`config.mk`:
```
export PLATFORM = sky130hd
export DESIGN_NAME = vga_timing_gen
export DESIGN_NICKNAME = d
export VERILOG_FILES = /design/src/rtl/vga_timing_gen.sv
export SDC_FILE = /design/constraint.sdc
export NUM_CORES = 1
export LEC_CHECK = 0
export ABC_CLOCK_PERIOD_IN_PS = 2700
export BUFFER_PORTS_ARGS = -buffer_cell sky130_fd_sc_hd__buf_2
export CAP_MARGIN = 20
export CORE_AREA = 2 2 77 94
export CTS_CLUSTER_DIAMETER = 60
export DETAILED_ROUTE_END_ITERATION = 7
export DIE_AREA = 0 0 79 96
export PLACE_DENSITY = 0.42
export SETUP_SLACK_MARGIN = 0.2
export SKIP_CTS_REPAIR_TIMING = 1
export SYNTH_ARGS = -nofsm -noshare
export SYNTH_HDL_FRONTEND = slang
export SYNTH_SLANG_ARGS = --single-unit
```
`constraint.sdc`:
```
create_clock -name clk -period 2.7 [get_ports clk]
set_input_delay 0.135 -clock clk [delete_from_list [all_inputs] [get_ports clk]]
set_output_delay 0.135 -clock clk [all_outputs]
set_load 0.05 [all_outputs]
```
`src/rtl/vga_timing_gen.sv`:
```
`default_nettype none
// ---------------------------------------------------------------------------
// vga_timing_gen: raster sync, draw-window, coordinate and strobe generator.
// Rev 1.0
// ---------------------------------------------------------------------------
module vga_timing_gen #(
  parameter int CLK_DIV  = 1,
  parameter int H_ACTIVE = 640,
  parameter int H_FP     = 16,
  parameter int H_SYNC   = 96,
  parameter int H_BP     = 48,
  parameter int V_ACTIVE = 480,
  parameter int V_FP     = 10,
  parameter int V_SYNC   = 2,
  parameter int V_BP     = 33,
  parameter bit HS_POL   = 1'b0,
  parameter bit VS_POL   = 1'b0,
  parameter int CW       = 11
) (
  input  logic          clk,
  input  logic          rst,
  output logic          pix_ce,
  output logic          hsync,
  output logic          vsync,
  output logic          HDraw,
  output logic          VDraw,
  output logic [CW-1:0] x,
  output logic [CW-1:0] y,
  output logic          line_start,
  output logic          frame_start
);

  localparam int c_h_total = H_ACTIVE + H_FP + H_SYNC + H_BP;
  localparam int c_v_total = V_ACTIVE + V_FP + V_SYNC + V_BP;
  localparam int c_dw      = (CLK_DIV > 1) ? $clog2(CLK_DIV) : 1;

  localparam logic [c_dw-1:0] c_div_last = c_dw'(CLK_DIV - 1);
  localparam logic [CW-1:0]   c_h_last   = CW'(c_h_total - 1);
  localparam logic [CW-1:0]   c_v_last   = CW'(c_v_total - 1);
  localparam logic [CW-1:0]   c_h_act    = CW'(H_ACTIVE);
  localparam logic [CW-1:0]   c_v_act    = CW'(V_ACTIVE);
  localparam logic [CW-1:0]   c_hs_start = CW'(H_ACTIVE + H_FP);
  localparam logic [CW-1:0]   c_hs_end   = CW'(H_ACTIVE + H_FP + H_SYNC);
  localparam logic [CW-1:0]   c_vs_start = CW'(V_ACTIVE + V_FP);
  localparam logic [CW-1:0]   c_vs_end   = CW'(V_ACTIVE + V_FP + V_SYNC);

  logic [c_dw-1:0] div_q, div_d;
  logic [CW-1:0]   h_q, h_d, v_q, v_d;
  logic            hsync_q, hsync_d, vsync_q, vsync_d;
  logic            hdraw_q, hdraw_d, vdraw_q, vdraw_d;
  logic            line_start_q, line_start_d, frame_start_q, frame_start_d;
  logic            w_tick, w_h_wrap;

  always_comb begin
    w_tick   = (div_q == c_div_last);
    div_d    = w_tick ? '0 : div_q + c_dw'(1);
    w_h_wrap = (h_q == c_h_last);
    h_d      = h_q;
    v_d      = v_q;
    if (w_tick) begin
      h_d = w_h_wrap ? '0 : h_q + CW'(1);
      if (w_h_wrap) begin
        v_d = (v_q == c_v_last) ? '0 : v_q + CW'(1);
      end
    end
    // Flags decode the next position so they land on the same edge as x/y.
    hdraw_d       = (h_d < c_h_act);
    vdraw_d       = (v_d < c_v_act);
    hsync_d       = ((h_d >= c_hs_start) && (h_d < c_hs_end)) ? HS_POL : ~HS_POL;
    vsync_d       = ((v_d >= c_vs_start) && (v_d < c_vs_end)) ? VS_POL : ~VS_POL;
    line_start_d  = w_tick && (h_d == '0);
    frame_start_d = line_start_d && (v_d == '0);
  end

  always_ff @(posedge clk or negedge rst) begin
    if (!rst) begin
      div_q         <= '0;
      h_q           <= c_h_last;
      v_q           <= c_v_last;
      hsync_q       <= ~HS_POL;
      vsync_q       <= ~VS_POL;
      hdraw_q       <= 1'b0;
      vdraw_q       <= 1'b0;
      line_start_q  <= 1'b0;
      frame_start_q <= 1'b0;
    end else begin
      div_q         <= div_d;
      h_q           <= h_d;
      v_q           <= v_d;
      hsync_q       <= hsync_d;
      vsync_q       <= vsync_d;
      hdraw_q       <= hdraw_d;
      vdraw_q       <= vdraw_d;
      line_start_q  <= line_start_d;
      frame_start_q <= frame_start_d;
    end
  end

  assign pix_ce      = w_tick & rst;
  assign hsync       = hsync_q;
  assign vsync       = vsync_q;
  assign HDraw       = hdraw_q;
  assign VDraw       = vdraw_q;
  assign x           = h_q;
  assign y           = v_q;
  assign line_start  = line_start_q;
  assign frame_start = frame_start_q;

endmodule
`default_nettype wire

```
* Yosys cells after proc, flatten, opt, wreduce, memory -nomap -nowiden *
Index checks and enable logic that the tools add are counted.

word-level totals
  bits in registers = 29
  bits of input ports = 2
  output and inout bits = 29
  word-level logic and storage cells = 36

operators by class
  add/sub/neg operators = 3
  magnitude comparators = 6
  eq/ne operators = 2
  multiplexer cells = 8
  bitwise operators = 2
  reductions and logical operators = 6

operators by type and width
  cell                     number
  $mux W11                 5
  $add A11 B1 Y11 const B  2
  $eq A11 B10 Y1 const B   2
  $logic_not A11 Y1        2
  $lt A11 B10 Y1 const B   2
  $lt A11 B9 Y1 const B    2
  $ge A11 B10 Y1 const B   1
  $ge A11 B9 Y1 const B    1
  $logic_and A1 B1 Y1      4
  $mux W1                  3
  $add A1 B1 Y1 const B    1
  $and A1 B1 Y1            1
  $not A1 Y1               1

* Logic depth before layout (Yosys ltp) *
Gate-level depths: netlist of run 1.

  word-level depth = 7
  mapped depth = 8
  mapped depth without buffers = 8

* Least setup slack after synthesis of run 1 *
OpenSTA, ideal clock, no wires.

  kind = register to register
  start point = reg h_q[0], in the netlist x[0]
  end point = reg vsync_q, in the netlist vsync
  setup time = 0.102 ns
  arrival time = 2.479 ns
  data required time = 2.598 ns
  slack = 0.118 ns
  cell stages (with the launch flop) = 8
  buffers on the path = 1
  clock period less this slack = 2.582 ns
  cell sequence = dfstp_2 ha_1 nand4_4 or4_1 buf_2 or3b_1 a21oi_2 nand4_1

between the ends
  longest elaborated chain between the ends = 6
  elaborated cells on any way between the ends = 7
  classes of those cells = order compare: 2; eq/ne: 1; mux: 3; reduce/logical: 1

RTL lines
  item                                            RTL line  source
  start: declaration                              48        logic [CW-1:0] h_q, h_d, v_q, v_d;
  start signal: assignment                        78        h_q <= c_h_last;
  $eq A11 B10 Y1 (*)                              57        w_h_wrap = (h_q == c_h_last);
  $mux W11 (*)                                    62        if (w_h_wrap) begin
  $mux W11 (*)                                    60        if (w_tick) begin
  $ge A11 B9 Y1 or $lt A11 B9 Y1 (tied branches)  70        vsync_d = ((v_d >= c_vs_start) && (v_d < c_vs_end)) ? VS_POL : ~VS_POL;
  $logic_and A1 B1 Y1 (*)                         70
  $mux W1 (*)                                     70
  net vsync_d                                     49        logic hsync_q, hsync_d, vsync_q, vsync_d;
  end signal: assignment                          81        vsync_q <= ~VS_POL;
  end signal: assignment                          91        vsync_q <= vsync_d;
  end: declaration                                49

The timed path passes the listed nets; every way through them passes the cells marked *.

* Worst setup path after layout of run 1 *
  start point = reg h_q[0], in the netlist x[0]
  end point = reg frame_start_q, in the netlist frame_start

between the ends
  longest elaborated chain between the ends = 6
  elaborated cells on any way between the ends = 10
  classes of those cells = add/sub: 1; eq/ne: 1; mux: 4; reduce/logical: 4

RTL lines
  item                                               RTL line  source
  $add A11 B1 Y11 or $eq A11 B10 Y1 (tied branches)  61, 57
  $mux W11                                           61        h_d = w_h_wrap ? '0 : h_q + CW'(1);
  $mux W11                                           60
  $logic_not A11 Y1                                  71        line_start_d = w_tick && (h_d == '0);
  $logic_and A1 B1 Y1                                71
  $logic_and A1 B1 Y1 (*)                            72        frame_start_d = line_start_d && (v_d == '0);
  net frame_start_d                                  51        logic line_start_q, line_start_d, frame_start_q, frame_start_d;
  end signal: assignment                             95        frame_start_q <= frame_start_d;
  end: declaration                                   51

Marks and branches as above.

==> reports/metrics.yaml, run 1 <==
synthesis:
  synth.yosys.seq_area_share_pct: 44.1
  syn_inst: 162
  ys_types: 47
  yosys.area.top_type: "dfrtp_1"
  syn-cell-area_sq_um: 1620
  yosys.cell_count.top_type: "dfrtp_1"
  synth_top_area_share_pct: 24.7
  syn_avg_cell_area_sq_um: 10.0
  ys_seq_elements: 28
  synth.top_cells.by_area: "dfrtp_1 25%, dfstp_2 19%, xnor2_1 7.0%"
  synthArstFlopShare_pct: 100
  synth_edf_count: 0
  ys.flop_type: "dfrtp_1"
  synth_nets: 167
  yosys_warnings: 0
  synth_commonest_cells: "16 x dfrtp_1, 15 x nand2_1, 13 x xnor2_1"
cells_and_area:
  diodes: 0
  area_growth_pct: 23.4
  final_layout_size_suffix_gt1_share_pct: 33.8
  num-nets-final: 201
clocking:
  cts_num_sinks: 28
  clock-root-buffer: "clkbuf_8"
  cts_tree: "yes"
  path_clk_slew_ns: 0.10
  cts_max_level: 1
  insertion_delay_ns: 0.27
  numCtsBuffers: 3
  cts_buffer_depth: 2
floorplan:
  core_area_sq_um: 6690
  io_pins: 31
  die_w_um: 79
  initial_utilization_pct: 24.3
  num_rows: 33
  die_h_um: 96
  dieArea_sq_um: 7580
setup_path:
  crit_type: "register to register"
  path_delay_family: "simple AND/OR/NAND/NOR gates"
  crit_chain: "ha_4 -> nand4_4 -> or4_4 -> nor3_4 -> nand3_1 -> a31oi_1 -> and3_1"
  crit_path_end: "frame_start$_DFF_PN0_"
  crit_buf_inv: 0
  arrival_ns: 2.60
  cp.required_ns: 2.92
  start_kind: "register"
  crit_start: "x[0]$_DFF_PN1_"
  worst_path_largest_cell_delay_ns: 0.67
  rr_worst_depth: 7
  r2r-start: "x[0]$_DFF_PN1_"
  timing.rr.end: "frame_start$_DFF_PN0_"
  slowest_stage: "dfstp_4"
  crit_cells: 7
  rrSetupSlack_ns: 0.32
  crit_fanout: 6
  cp-end-kind: "register"
place:
  dp_hpwl_mm: 2.96
  dp_slack_ns: 0.203
  place_congestion: 0.784
  port_buffers: 30
timing:
  finalHoldViolCount: 0
  setup_violations: 0
  max_freq_mhz: 420
  fin_tns_setup_ns: 0
  layout_min_cycle_time_ns: 2.38
  timing.slew.headroom_pct: 71.8
  rsz0062_at_grt: "no"
  setup_ws_ns: 0.317
  worstMarginPinSlew_ns: 0.419
  slew_viol_final: 0
  finClkSkew_ns: 0.00207
  period_share_pct: 88.2
drt:
  drt_wl_total_mm: 3.97
  drc: 0
  wl_per_cell_um: 14.1
  dr.pass1.iters: 4
  ant_nets: 0
  drt_iter0_drc: 45
  route.vias.total: 1302
  vias_per_cell: 4.62
grt:
  grt_pass1_vias: 1323
  gr-total-overflow: 0
  grt_util_all_layers_pct: 11.0
  grt_max_degree: 30
  grt_pass1_wl_mm: 6.49
  antenna_found_initial: 0
pwr:
  powerDensity_nw_per_um2: 384
  ir_worst_vdd_v: 0.000175
  leakage_nw: 0.855
worst_hold_path:
  hold_path_class: "primary input to async pin"
job:
  maxCapViolations: 0
status:
  outcome: "finished clean"
[state kept, by name, summed over array words and instances (netlist names)]
| name | cells |
|---|---|
| HDraw | 1 |
| vsync | 1 |
| VDraw | 1 |
| x | 11 |
| hsync | 1 |
| y | 11 |
| line_start | 1 |
| frame_start | 1 |
[cells in the final DEF (no fill, tap or decap), drive strengths merged, types with 3 or more instances in the layout]
cell type | Yosys | routed
a21oi | 5 | 5
nand4 | 7 | 7
nor2 | 10 | 10
xnor2 | 13 | 13
buf | 6 | 38
clkbuf | 4 | 3
dfstp | 12 | 12
a31oi | 4 | 4
or3 | 3 | 3
nand2 | 15 | 15
dfrtp | 16 | 16
nor4 | 3 | 3
o21ai | 7 | 7
inv | 3 | 3
nor3 | 4 | 4
ha | 3 | 3
xor2 | 8 | 8
and3 | 4 | 4
nand3 | 10 | 10
[final cells by class]
type                       instances  area [sq um]
timing repair buffer              39           220
inverter                           3          11.3
multi-input combinational        121           872
clock inverter                     1          30.0
clock buffer                       3          41.3
fill                             717          4690
sequential                        28           719
tap                               87           109
[cells by family after synthesis]
family / after synthesis / share of synthesized area [%]
and+or+nand+nor: 71 / 27.6
DFF: 28 / 44.1
AOI/OAI and AO/OA: 25 / 10.0
xor gates and xnor gates: 21 / 11.3
buffers and inverters: 13 / 4.01
adders and majority gates: 3 / 2.31
muxes: 1 / 0.617
[where the power goes]
| group | internal [mW] | leakage, nW | switching, mW |
|---|---|---|---|
| clock | 0.198 | 0.0357 | 0.136 |
| combinational | 0.00291 | 0.487 | 0.0117 |
| sequential | 0.420 | 0.333 | 0 |
| total | 0.621 | 0.855 | 0.148 |
[metrics by stage]
step / cell area [sq um] / util [%] / cells / hold slack (ns) / power, mW
2_1_floorplan: 1640 / - / 162 / -0.161 / 0.431
3_3_place_gp: 1900 / 28.5 / 277 / 0.172 / 0.442
3_5_place_dp: 1900 / 28.5 / 277 / 0.177 / 0.442
4_1_cts: 1980 / 29.5 / 281 / -0.133 / 0.786
5_1_grt: 2000 / 29.9 / 282 / 0.436 / 0.804
6_report: 2000 / 29.9 / 282 / 0.389 / 0.769
[worst min path at each step]
stage	end	slack, ns
global route	y[0]$_DFF_PN0_	0.44
detailed placement	y[4]$_DFF_PN0_	0.18
finish	x[5]$_DFF_PN0_	0.39
global placement	x[5]$_DFF_PN0_	0.17
CTS	y[0]$_DFF_PN0_	-0.13
floorplan	HDraw$_DFF_PN0_	-0.16
[metal layers]
| metal | routed length [um] | GRT usage (%) |
|---|---|---|
| met5 | 0 | 0 |
| met3 | 104 | 1.31 |
| met2 | 2070 | 19.5 |
| met1 | 1720 | 13.9 |
| met4 | 73 | 3.45 |
[tightest hold or removal path: stages]
cell and delay (ns):
dlygate4sd3_1 0.51, buf_2 0.09, buf_4 0.34
Note: power is estimated with default switching activity, not from simulation.
==> inputs of run 2 (changes only) <==
--- a/config.mk
+++ b/config.mk
@@ -12,7 +12,7 @@
 export CTS_CLUSTER_DIAMETER = 60
 export DETAILED_ROUTE_END_ITERATION = 7
 export DIE_AREA = 0 0 79 96
-export PLACE_DENSITY = 0.42
+export REMOVE_ABC_BUFFERS = 1
 export SETUP_SLACK_MARGIN = 0.2
 export SKIP_CTS_REPAIR_TIMING = 1
 export SYNTH_ARGS = -nofsm -noshare
==> run 2 against run 1 <==
Cell count decreased by 1.4%. Power about the same. First-iteration DRC count is 4.4% higher. Combinational power shrank 11%. Clock skew up 0.0019 ns. Critical path depth unchanged. Sequential share of layout area up 0.87 points. Largest cell class unchanged. Register-to-register slack about the same. Hold slack better by 0.0091 ns. Cell area down 2.9%. Sequential power about the same. Routed wire length fell by 9.2%.
==> reports/metrics.yaml, run 2 (same netlist as run 1, synthesis figures left out) <==
grt:
  grt_util_all_layers_pct: 10.3
  grt_pass1_vias: 1244
  gr-total-overflow: 0
  grt_max_degree: 30
  antenna_found_initial: 0
  grt_pass1_wl_mm: 6.13
clocking:
  cts_max_level: 1
  clock-root-buffer: "clkbuf_8"
  cts_tree: "yes"
  path_clk_slew_ns: 0.10
  numCtsBuffers: 3
  cts_num_sinks: 28
  insertion_delay_ns: 0.28
  cts_buffer_depth: 2
cells_and_area:
  final_layout_size_suffix_gt1_share_pct: 31.9
  diodes: 0
  area_growth_pct: 19.9
  final_cell_mix: "30 x buf_2, 16 x dfrtp_1, 15 x nand2_1"
  final_common_cell: "buf_2"
  num-nets-final: 197
  seqCellArea_sq_um: 716
  multiInputGateArea_sq_um: 848
  fillCellCount: 734
  final_area_sq_um: 1950
pwr:
  p_total_uw: 769
  leakage_nw: 0.832
  switchingPower_uw: 149
  pwr-share-comb_pct: 1.7
  internal_power_uw: 621
  ir_worst_vdd_v: 0.000214
  seq_power_share_pct: 54.6
  powerDensity_nw_per_um2: 395
  clkPwrFrac_pct: 43.7
  swShare_pct: 19.3
floorplan:
  io_pins: 31
  initial_utilization_pct: 24.3
  die_w_um: 79
  core_area_sq_um: 6690
  dieArea_sq_um: 7580
  num_rows: 33
  die_h_um: 96
timing:
  rsz0062_at_grt: "no"
  holdWs_ns: 0.398
  layout_min_cycle_time_ns: 2.39
  max_freq_mhz: 419
  finClkSkew_ns: 0.00399
  period_share_pct: 88.4
  worstMarginPinSlew_ns: 0.628
  setup_violations: 0
  finalHoldViolCount: 0
  fin_tns_setup_ns: 0
  slew_viol_final: 0
  timing.slew.headroom_pct: 58.1
job:
  maxCapViolations: 0
place:
  port_buffers: 30
  place_congestion: 0.832
  dp_hpwl_mm: 2.66
  place_area_sq_um: 1860
drt:
  drt_iter0_drc: 47
  ant_nets: 0
  route.vias.total: 1304
  drc: 0
  wl_per_cell_um: 13.0
  dr.pass1.iters: 4
  drt_wl_total_mm: 3.61
  vias_per_cell: 4.69
setup_path:
  cp.required_ns: 2.92
  worst_path_largest_cell_delay_ns: 0.59
  crit_chain: "ha_2 -> nand4_4 -> or3_1 -> o21a_1 -> a21o_1 -> nor4b_2 -> and3_1"
  crit_fanout: 6
  crit_type: "register to register"
  slowest_stage: "dfstp_2"
  cp-end-kind: "register"
  arrival_ns: 2.61
  start_kind: "register"
status:
  outcome: "finished clean"
worst_hold_path:
  hold_path_class: "primary input to async pin"
run 2: cell count changes in the layout (fill, tap and decap cells not counted), sizes merged:
cell and delta:
buf -4
run 2: per-layer routing:
metal / share of wire, % / global-route usage [%] / vias to the layer above
met1: 47 / 13.2 / 632
met5: 0 / 0 / -
met3: 5.0 / 2.53 / 4
li1: - / - / 635
met2: 47 / 16.7 / 33
met4: 1.3 / 4.31 / 0
run 2: path summary, 6_finish.rpt:
path,depth (start not counted),slack (ns),end,from
worst max-delay path,7,0.31,frame_start$_DFF_PN0_,x[0]$_DFF_PN1_
worst min-delay path,2,0.40,y[4]$_DFF_PN0_,rst
worst max register to register,7,0.31,frame_start$_DFF_PN0_,x[0]$_DFF_PN1_
worst min register to register,1,0.55,x[0]$_DFF_PN1_,x[0]$_DFF_PN1_
max in group asynchronous,2,1.89,line_start$_DFF_PN0_,rst
min in group clk,1,0.55,x[0]$_DFF_PN1_,x[0]$_DFF_PN1_
run 2: area by class of cell:
cell class	instances	area share (%)
Inverter	3	0.579
Multi-Input combinational cell	121	43.6
Sequential cell	28	36.8
Clock buffer	3	2.12
Tap cell	87	5.59
Clock inverter	1	1.54
Timing Repair Buffer	35	9.77
run 2: metrics by stage:
step | setup WS [ns] | instances | util [%]
after floorplan | -0.0440 | 152 | -
after global placement | 0.229 | 273 | 27.8
after detailed placement | 0.168 | 273 | 27.8
after CTS | 0.144 | 277 | 28.8
after global routing | 0.216 | 278 | 29.1
final | 0.313 | 278 | 29.1
run 2: power groups by stage:
stage               clock (mW)  combinational (mW)  sequential, mW
global placement             0              0.0126           0.427
global route             0.361              0.0151           0.420
CTS                      0.348              0.0130           0.420
floorplan                    0         0.000000297           0.428
detailed placement           0              0.0128           0.427
finish                   0.336              0.0130           0.420
run 2: critical path, delay by kind of cell, from the launching register on:
kind / cells / cell delay (ns)
compound gates: 2 / 0.34
fa+ha+maj: 1 / 0.25
flops: 1 / 0.59
simple gates: 4 / 1.15
